File: src/rtl/core_pkg.sv
// Shared core definitions: load funct3 encodings and writeback hold-buffer state.
package core_pkg;

    localparam logic [2:0] LB  = 3'b000;
    localparam logic [2:0] LH  = 3'b001;
    localparam logic [2:0] LW  = 3'b010;
    localparam logic [2:0] LBU = 3'b100;
    localparam logic [2:0] LHU = 3'b101;

    typedef enum logic {
        EMPTY = 1'b0,
        HELD  = 1'b1
    } wb_hold_e;

endpackage

File: src/rtl/load_align.sv
// Selects the addressed byte/halfword of a load response and sign/zero-extends it.
module load_align
    import core_pkg::*;
#(
    parameter int WORD_SIZE = 32
) (
    input  logic [2:0]           funct3,
    input  logic [1:0]           addr_lo,
    input  logic [WORD_SIZE-1:0] rdata,
    output logic [WORD_SIZE-1:0] result
);

    logic [7:0]  byte_sel;
    logic [15:0] half_sel;

    always_comb begin
        byte_sel = rdata[{addr_lo, 3'b000} +: 8];
        // Halfword loads ignore addr_lo[0]; misaligned halves are the core's problem.
        half_sel = addr_lo[1] ? rdata[31:16] : rdata[15:0];
        case (funct3)
            LB:      result = {{(WORD_SIZE-8){byte_sel[7]}}, byte_sel};
            LH:      result = {{(WORD_SIZE-16){half_sel[15]}}, half_sel};
            LBU:     result = {{(WORD_SIZE-8){1'b0}}, byte_sel};
            LHU:     result = {{(WORD_SIZE-16){1'b0}}, half_sel};
            default: result = rdata;
        endcase
    end

endmodule

File: src/rtl/writeback_stage.sv
// Final pipeline stage: merges execute results and load responses into one registered
// register-file write port, with a one-entry hold buffer and a pending-load scoreboard.
module writeback_stage
    import core_pkg::*;
#(
    parameter int WORD_SIZE = 32
) (
    input  logic                 clk,
    input  logic                 rst,
    input  logic                 ex_valid,
    output logic                 ex_ready,
    input  logic [4:0]           ex_rd,
    input  logic [WORD_SIZE-1:0] ex_data,
    input  logic                 ld_issue,
    input  logic [4:0]           ld_issue_rd,
    input  logic                 mem_valid,
    input  logic [4:0]           mem_rd,
    input  logic [2:0]           mem_funct3,
    input  logic [1:0]           mem_addr_lo,
    input  logic [WORD_SIZE-1:0] mem_rdata,
    output logic                 wb_en,
    output logic [4:0]           wb_rd,
    output logic [WORD_SIZE-1:0] wb_data,
    input  logic [4:0]           rs1,
    input  logic [4:0]           rs2,
    output logic                 hazard
);

    wb_hold_e             state;
    logic [4:0]           hold_rd;
    logic [WORD_SIZE-1:0] hold_data;
    logic [WORD_SIZE-1:0] ld_data;
    logic [31:0]          busy;
    logic [31:0]          busy_nxt;
    logic                 ex_acc;
    logic                 rs1_pend;
    logic                 rs2_pend;

    load_align #(.WORD_SIZE(WORD_SIZE)) u_align (
        .funct3  (mem_funct3),
        .addr_lo (mem_addr_lo),
        .rdata   (mem_rdata),
        .result  (ld_data)
    );

    assign ex_ready = (state == EMPTY);
    assign ex_acc   = ex_valid && ex_ready;

    // Load responses cannot stall, so they always win; a colliding execute result parks in hold.
    always_ff @(posedge clk or negedge rst) begin
        if (!rst) begin
            state     <= EMPTY;
            hold_rd   <= '0;
            hold_data <= '0;
            wb_en     <= 1'b0;
            wb_rd     <= '0;
            wb_data   <= '0;
        end else begin
            if (mem_valid) begin
                wb_en   <= (mem_rd != 5'd0);
                wb_rd   <= mem_rd;
                wb_data <= ld_data;
                if (ex_acc) begin
                    state     <= HELD;
                    hold_rd   <= ex_rd;
                    hold_data <= ex_data;
                end
            end else if (state == HELD) begin
                wb_en   <= (hold_rd != 5'd0);
                wb_rd   <= hold_rd;
                wb_data <= hold_data;
                state   <= EMPTY;
            end else if (ex_acc) begin
                wb_en   <= (ex_rd != 5'd0);
                wb_rd   <= ex_rd;
                wb_data <= ex_data;
            end else begin
                wb_en   <= 1'b0;
            end
        end
    end

    // Set is applied after clear so a same-index issue/response pair leaves the bit set.
    always_comb begin
        busy_nxt = busy;
        if (mem_valid)
            busy_nxt[mem_rd] = 1'b0;
        if (ld_issue && ld_issue_rd != 5'd0)
            busy_nxt[ld_issue_rd] = 1'b1;
        busy_nxt[0] = 1'b0;
    end

    always_ff @(posedge clk or negedge rst) begin
        if (!rst)
            busy <= '0;
        else
            busy <= busy_nxt;
    end

    assign rs1_pend = (rs1 != 5'd0) && (busy[rs1] || (wb_en && wb_rd == rs1));
    assign rs2_pend = (rs2 != 5'd0) && (busy[rs2] || (wb_en && wb_rd == rs2));
    assign hazard   = rs1_pend || rs2_pend;

endmodule

File: config.mk
export PLATFORM = sky130hd
export DESIGN_NAME = writeback_stage
export DESIGN_NICKNAME = d
export VERILOG_FILES = /design/src/rtl/core_pkg.sv /design/src/rtl/load_align.sv /design/src/rtl/writeback_stage.sv
export SDC_FILE = /design/constraint.sdc
export NUM_CORES = 1
export LEC_CHECK = 0
export BUFFER_PORTS_ARGS = -buffer_cell sky130_fd_sc_hd__buf_2
export CAP_MARGIN = 20
export CORE_ASPECT_RATIO = 1.4
export CORE_UTILIZATION = 35
export CTS_BUF_LIST = sky130_fd_sc_hd__clkbuf_16
export DETAILED_ROUTE_END_ITERATION = 10
export SYNTH_ARGS = -nofsm -noshare
export SYNTH_HDL_FRONTEND = slang
export SYNTH_SLANG_ARGS = --single-unit
File: constraint.sdc
create_clock -name clk -period 3.29 [get_ports clk]
set_input_delay 0.329 -clock clk [delete_from_list [all_inputs] [get_ports clk]]
set_output_delay 0.329 -clock clk [all_outputs]
set_load 0.01 [all_outputs]
==> impl_results.md, run 1 <==
- Port bufs: 138
- Num CTS Buffers: 9
- Placeable Area: 16900 µm²
- Mapped Area: 6080 µm²
- Skew-Pair Late Insertion Delay: roughly 350 ps
- Dominant cells by area after synthesis: dfrtp_1 44%, mux2i_1 8.4%, mux2_2 7.0%
- DR pass1 iterations: 5
- Mean post-synth cell area: a little over 10 µm²
- Final Util: 42.6%
- Status: completed
- Grt met3 use: 3.75%
- Post-layout instance area: 7190 µm²
- Final period util: 71.7%
- Worst Path Class, Setup: flip-flop to primary output
- Area share of the largest cell type after synthesis: 44.0%
- Grt met2 use: 37.5%
- Largest net degree at the start of global routing: 78
- RSZ-0062 raised after global routing: false
- Rel. slew slack: 49.3%
- Gr busiest metal: met2
- Setup-failing EPs final: 0
- HPWL after DPL: 13000 µm
- Nature of the critical path startpoint: flip-flop
- Wire length per cell: 19.1 µm
- Placed Area: 6900 µm²
- Dpl ws: just under 1000 ps
- Yosys reg bits: 107
- Largest area contributor in the netlist: dfrtp_1
- CP required: a little under 3000 ps
- CTS tree: built
- Hold WS: 221 ps
- Seq/Total Area, Yosys: 44.0%
- EDFF count, synth: 0
- YS warnings: 0
- Pleak: 3.18 nW
- Measured slew at the worst slew-check pin: roughly 760 ps
- Starting Density: 36.0%
- Critical path destination: hazard
- Multi-input gate area: about 3200 µm²
- GPL Wtd Cong: 0.891
- Number of remaining DRC errors: 0
- Area of the die: 17900 µm²
- Grt ovf: 0
- Sequential cell area: 2680 µm²
- Final ANT Viol Nets: 0
- Setup crit end kind: primary output
- RR Endpoint: wb_en
- Number of global-route vias before repair: 5309
- Clock root cell: clkbuf_16
- Arrival time worst endpoint: 2030 ps
- Ys async rst share: 100%
- Post_cts resized: 0
- VDD IR-drop max: 0.243 mV
- Drt total wl: 17800 µm
- Met1 Usage GRT: 23.4%
- I/O Pins: 139
- Cells after Synth: 585
- Vias: 5247
- Clock skew: 12.5 ps
- Setup TNS: 0 ps
- Minimum clock period: 2360 ps
- Number of max-cap violations: 0
- # diodes: 0
- Via-to-Cell Ratio: 5.64
- PD cells: between 400 and 500 nW/µm²
- Max Slew Vio Count: 0
- Global-route wire length before repair: roughly 28000 µm
- PnR worst setup slack: 931 ps
- Area growth, synth to finish: 18.2%
- FF-to-FF Start: state
- H-tree levels: 3
- Final Hold Viols: 0
- Cells on worst reg2reg path: 6
- Hold crit path type: input port to flip-flop
- Crit path from: busy[10]
- Longest Clk Path Bufs: 2
- Die X: 113 µm
- FP Rows: 56
- Initial antenna violation count: 0
- Primary FF master, synth: dfrtp_1
- GRT Total Usage: approximately a fifth
- Synth Net Count: 684
- R2R Setup Slk: 1550 ps
- Share of layout cells above drive strength 1: 31.0%
- TritonCTS Sinks: 107
- Clock transition at path regs: about 80 ps
- Chip Height: about 160 µm
- Yosys cell types: 48
- CP max FO: 3
- Nets@finish: approximately 790
- Filler instances: 1690
- Max Clock Freq: approximately 420 MHz
- Initial DRC Count: 317
## synthesized netlist by cell type (all sizes together), types with 2 or more instances
| cell type | n |
|---|---|
| mux2 | 38 |
| mux4 | 15 |
| clkbuf | 23 |
| a21oi | 59 |
| nand2b | 2 |
| inv | 3 |
| and3 | 2 |
| a21o | 3 |
| dfrtp | 107 |
| nor3b | 2 |
| nor4 | 4 |
| xor2 | 8 |
| nor2 | 52 |
| a2bb2oi | 7 |
| o211a | 2 |
| o21ai | 76 |
| a211oi | 25 |
| o21a | 9 |
| nand3b | 13 |
| mux2i | 51 |
| or3b | 5 |
| o211ai | 2 |
| xnor2 | 2 |
| o221ai | 8 |
| or3 | 2 |
| buf | 24 |
| a31oi | 8 |
| nand3 | 9 |
| nand2 | 13 |
## area by class of cell
class	count	area share, %
clock inverter	7	0.731
inverter	3	0.157
clock buffer	9	3.13
tap	232	4.04
sequential	107	37.3
multi-input combinational	428	44.1
timing repair buffer	145	10.6
## state kept, by name, summed over array words and instances (netlist names)
register and count:
hold_data 32, wb_en 1, state 1, wb_data 32, hold_rd 5, busy 31
wb_rd 5
## critical path: stages, from the launching register on
cell,delay (ps)
dfrtp_1,410
mux4_1,510
nand3b_1,100
nand2_1,60
a2111oi_1,310
o22ai_1,140
buf_2,150
## cell usage in the layout, fill, tap and decap left out, types with 3 or more instances in the layout
| cell type | n |
|---|---|
| inv_1 | 3 |
| mux2_2 | 38 |
| a21oi_1 | 58 |
| dfrtp_1 | 106 |
| a31oi_1 | 8 |
| a21o_1 | 3 |
| nand3b_1 | 13 |
| clkinv_4 | 3 |
| a2bb2oi_1 | 7 |
| o21a_1 | 9 |
| o21ai_0 | 75 |
| buf_2 | 137 |
| nor2_1 | 52 |
| mux4_1 | 6 |
| nand2_1 | 13 |
| o221ai_1 | 8 |
| buf_4 | 6 |
| mux4_2 | 9 |
| a211oi_1 | 25 |
| nor4_1 | 4 |
| clkbuf_16 | 9 |
| xor2_1 | 8 |
| or3b_2 | 5 |
| mux2i_1 | 51 |
| nand3_1 | 8 |
## stage by stage
stage / cells / power [mW]
final: 931 / 3.58
after global routing: 931 / 3.77
after CTS: 931 / 3.61
after detailed placement: 914 / 2.57
after global placement: 914 / 2.53
after floorplan: 585 / 2.23
## cells by family (layout without fill, tap and decap cells)
group                  Yosys count  in the layout  synth area share [%]
AO/OA/AOI/OAI                  205            205                  20.1
XOR/XNOR                        10             10                  1.44
buffers and inverters           50            164                  3.97
flip-flops                     107            107                  44.0
multiplexers                   104            104                  21.4
AND/OR/NAND/NOR                109            109                  9.09
## layer usage
layer	part of all wire [%]	routed length (µm)
met1	39	6960
met2	52	9320
met3	6.4	1140
met4	2.3	411
met5	0	0
## how the worst min path moves through the flow
stage                startpoint  cells after the start       endpoint
detailed placement          rst                      1  hold_data[20]
CTS                  ex_data[8]                      2   hold_data[8]
global route        ex_data[19]                      2  hold_data[19]
finish               ex_data[8]                      2   hold_data[8]
global placement            rst                      1  hold_data[19]
floorplan                   rst                      0       busy[10]
## timing repair
action	CTS	global route
hold buffers	1	0
setup endpoints to repair	0	0
endpoints found under the hold margin	30	0
buffers inserted	0	0
## power breakdown
| group | leakage, nW | switching [mW] | internal [mW] |
|---|---|---|---|
| sequential | 1.28 | 0.161 | 1.55 |
| clock | 0.142 | 0.516 | 0.520 |
| combinational | 1.76 | 0.433 | 0.404 |
Note: power is estimated with default switching activity, not from simulation.
==> inputs of run 2 (changes only) <==
ABC_AREA = 1   (was not set)
clock period = 2.2 ns   (was 3.29 ns; I/O delays follow)
==> impl_results.md, run 2 <==
- CP required: 1980 ps
- Seq/Total Area, Yosys: 42.4%
- CP max FO: 2
- RR Endpoint: wb_data[27]
- Number of global-route vias before repair: roughly 6300
- Post_cts resized: 0
- Mean post-synth cell area: 7.29 µm²
- R2R Setup Slk: 490 ps
- Clock skew: a little over 9 ps
- Post-Synth XOR/XNOR Area: 0%
- Global-route wire length before repair: 31300 µm
- Skew-Pair Late Insertion Delay: 350 ps
- Yosys reg bits: 107
- Filler instances: 1898
- Post-CTS setup buffers: 0
- H-tree levels: 3
- Largest net degree at the start of global routing: 57
- Ys async rst share: 100%
- DR pass1 iterations: 4
- Wire length per cell: between 15 and 20 µm
- Synth Net Count: 965
- Clock root cell: clkbuf_16
- Synth Area in Compound Gates: 26.0%
- Primary FF master, synth: dfrtp_1
- Hold crit path type: input port to flip-flop
- Number of max-cap violations: 0
- Drt total wl: 19300 µm
- PnR worst setup slack: ~350 ps
- Clock transition at path regs: 80 ps
- Cells after Synth: a little under 900
- Max Slew Vio Count: 0
- Nature of the critical path startpoint: flip-flop
- Placeable Area: 17500 µm²
- Max Clock Freq: 541 MHz
- Pleak: about 3.7 nW
- Port bufs: roughly 140
- Yosys cell types: 33
- Setup-failing EPs final: 0
- Placed Area: approximately 7000 µm²
- Dominant cells by area after synthesis: dfrtp_1 42%, o21ai_0 14%, nand2_1 11%
- # diodes: 0
- GRT Total Usage: 21.8%
- Arrival time worst endpoint: 1630 ps
- Critical Path Max Stage Delay: 380 ps
- Final Hold Viols: 0
- HPWL after DPL: 15100 µm
- TritonCTS Sinks: 107
- Initial DRC Count: roughly 270
- Post-layout instance area: roughly 7500 µm²
- Hold Startpoint: ex_data[14]
- Initial antenna violation count: 0
- Dpl ws: 439 ps
- Chip Height: 161 µm
- Final Power: 5.46 mW
- Via-to-Cell Ratio: 5.08
- Worst Path Class, Setup: flip-flop to primary output
- Cells on worst reg2reg path: 5
- Most frequent cells in the layout: 181 x nand2_1, 173 x o21ai_0, 137 x buf_2, 107 x dfrtp_1, 100 x inv_1
- Setup crit end kind: primary output
- CP Buf/Inv Count: 2
- Area growth, synth to finish: 18.8%
- Measured slew at the worst slew-check pin: 628 ps
- EDFF count, synth: 0
- Mapped Area: 6320 µm²
- Post-synthesis adder-cell area fraction: 0%
- Crit path max-delay family: simple AND/OR/NAND/NOR gates
- Top Registers: hold_data (32), wb_data (32), busy (31)
- PD cells: 728 nW/µm²
- Most numerous cell in the Yosys netlist: nand2_1
- Status: completed
- Num CTS Buffers: 9
- Most common cell after layout, fill and taps aside: nand2_1
- Largest family of logic cells by synthesized area: compound AO/OA/AOI/OAI gates
- RSZ-0062 raised after global routing: false
- CTS tree: built
- Minimum clock period: between 1500 and 2000 ps
- Area of the die: about 19000 µm²
- Largest area contributor in the netlist: dfrtp_1
- Grt ovf: 0
- CP dominant cell by count: nand2_1
- Setup TNS: 0 ps
- Worst path cell trace: inv_1, nand2_1, nand3_1, nand3_1, nand3_1, nand3_1, nand2_1, nand2_1, nand2_1, nand2_1, buf_2
- FF-to-FF Start: state
- I/O Pins: 139
- Commonest cells in the netlist: 181 x nand2_1, 173 x o21ai_0, 107 x dfrtp_1, 99 x inv_1, 82 x nand3_1
- Endpoint of the worst hold path: hold_data[14]
- Vias: 6214
- Longest Clk Path Bufs: 2
- Share of layout cells above drive strength 1: between 20% and 30%
- Synth Area in Simple Gates: 21.4%
- Die X: around 120 µm
- Post-cts hold buffer count: 1
- Final ANT Viol Nets: 0
- Slowest-stage cell, CP: dfrtp_1
- Nets@finish: 1082
- Rel. slew slack: between 50% and 60%
- Multiplexer share of the synthesized area: 0%
- Area share of the largest cell type after synthesis: around 42%
- Starting Density: a little over a third
- Final period util: between 80% and 90%
- GPL Wtd Cong: between 0.8 and 0.9
- VDD IR-drop max: 0.390 mV
- YS warnings: 0
- Hold depth: 3
- FP Rows: 57
- Number of remaining DRC errors: 0
[run 2: cell types whose count changed after synthesis, moves of 13 or more]
cell / change
mux2i_1: -51
inv_1: +97
nand3b_1: -13
a211oi_1: -25
nand3_1: +73
nand2_1: +168
mux2_2: -38
o211ai_1: +17
o21ai_0: +98
[run 2: worst reg2reg max path, cell delays in order, from the launching register on]
cell	delay, ps
dfrtp_1	440
nor2_4	220
nor2_1	110
inv_2	410
o21ai_0	190
o21bai_2	220
[run 2: routing by layer]
layer / routed length (µm) / global-route usage (%)
met5: 0 / 0
met4: 519 / 8.50
met2: 9840 / 38.7
met1: 7790 / 25.0
met3: 1110 / 4.83
[run 2: stage by stage]
step	hold slack (ps)	util, %	cells
after CTS	129	42.9	1224
after global routing	135	42.9	1224
after global placement	284	41.2	1207
after floorplan	-75.6	-	866
after detailed placement	284	41.2	1207
final	132	42.9	1224
[run 2: cells by family (layout without fill, tap and decap cells)]
kind of cell / count (synthesis) / after routing
and+or+nand+nor: 320 / 320
AOI/OAI and AO/OA: 287 / 287
DFF: 107 / 107
buffers and inverters: 152 / 274
[run 2: cell type report]
class / instances / area [µm²] / area share, %
inverters: 107 / 407 / 5.42
multi-input cells: 607 / 3000 / 40.0
clock buffers: 9 / 225 / 3.00
flip-flops and latches: 107 / 2680 / 35.7
well taps: 236 / 295 / 3.94
repair buffers: 151 / 831 / 11.1
clock inverters: 7 / 68.8 / 0.917
[run 2: how the worst max path moves through the flow]
stage	to	cells after the start	startpoint
after global placement	hazard	12	rs2[0]
after detailed placement	hazard	12	rs1[0]
after CTS	hazard	11	busy[27]
after floorplan	hazard	9	rs2[0]
after global routing	hazard	11	busy[21]
final	hazard	11	busy[21]
[run 2: power breakdown]
group	switching [mW]	internal [mW]
registers	0.194	2.30
logic	0.827	0.497
clock network	0.763	0.883
total	1.78	3.68
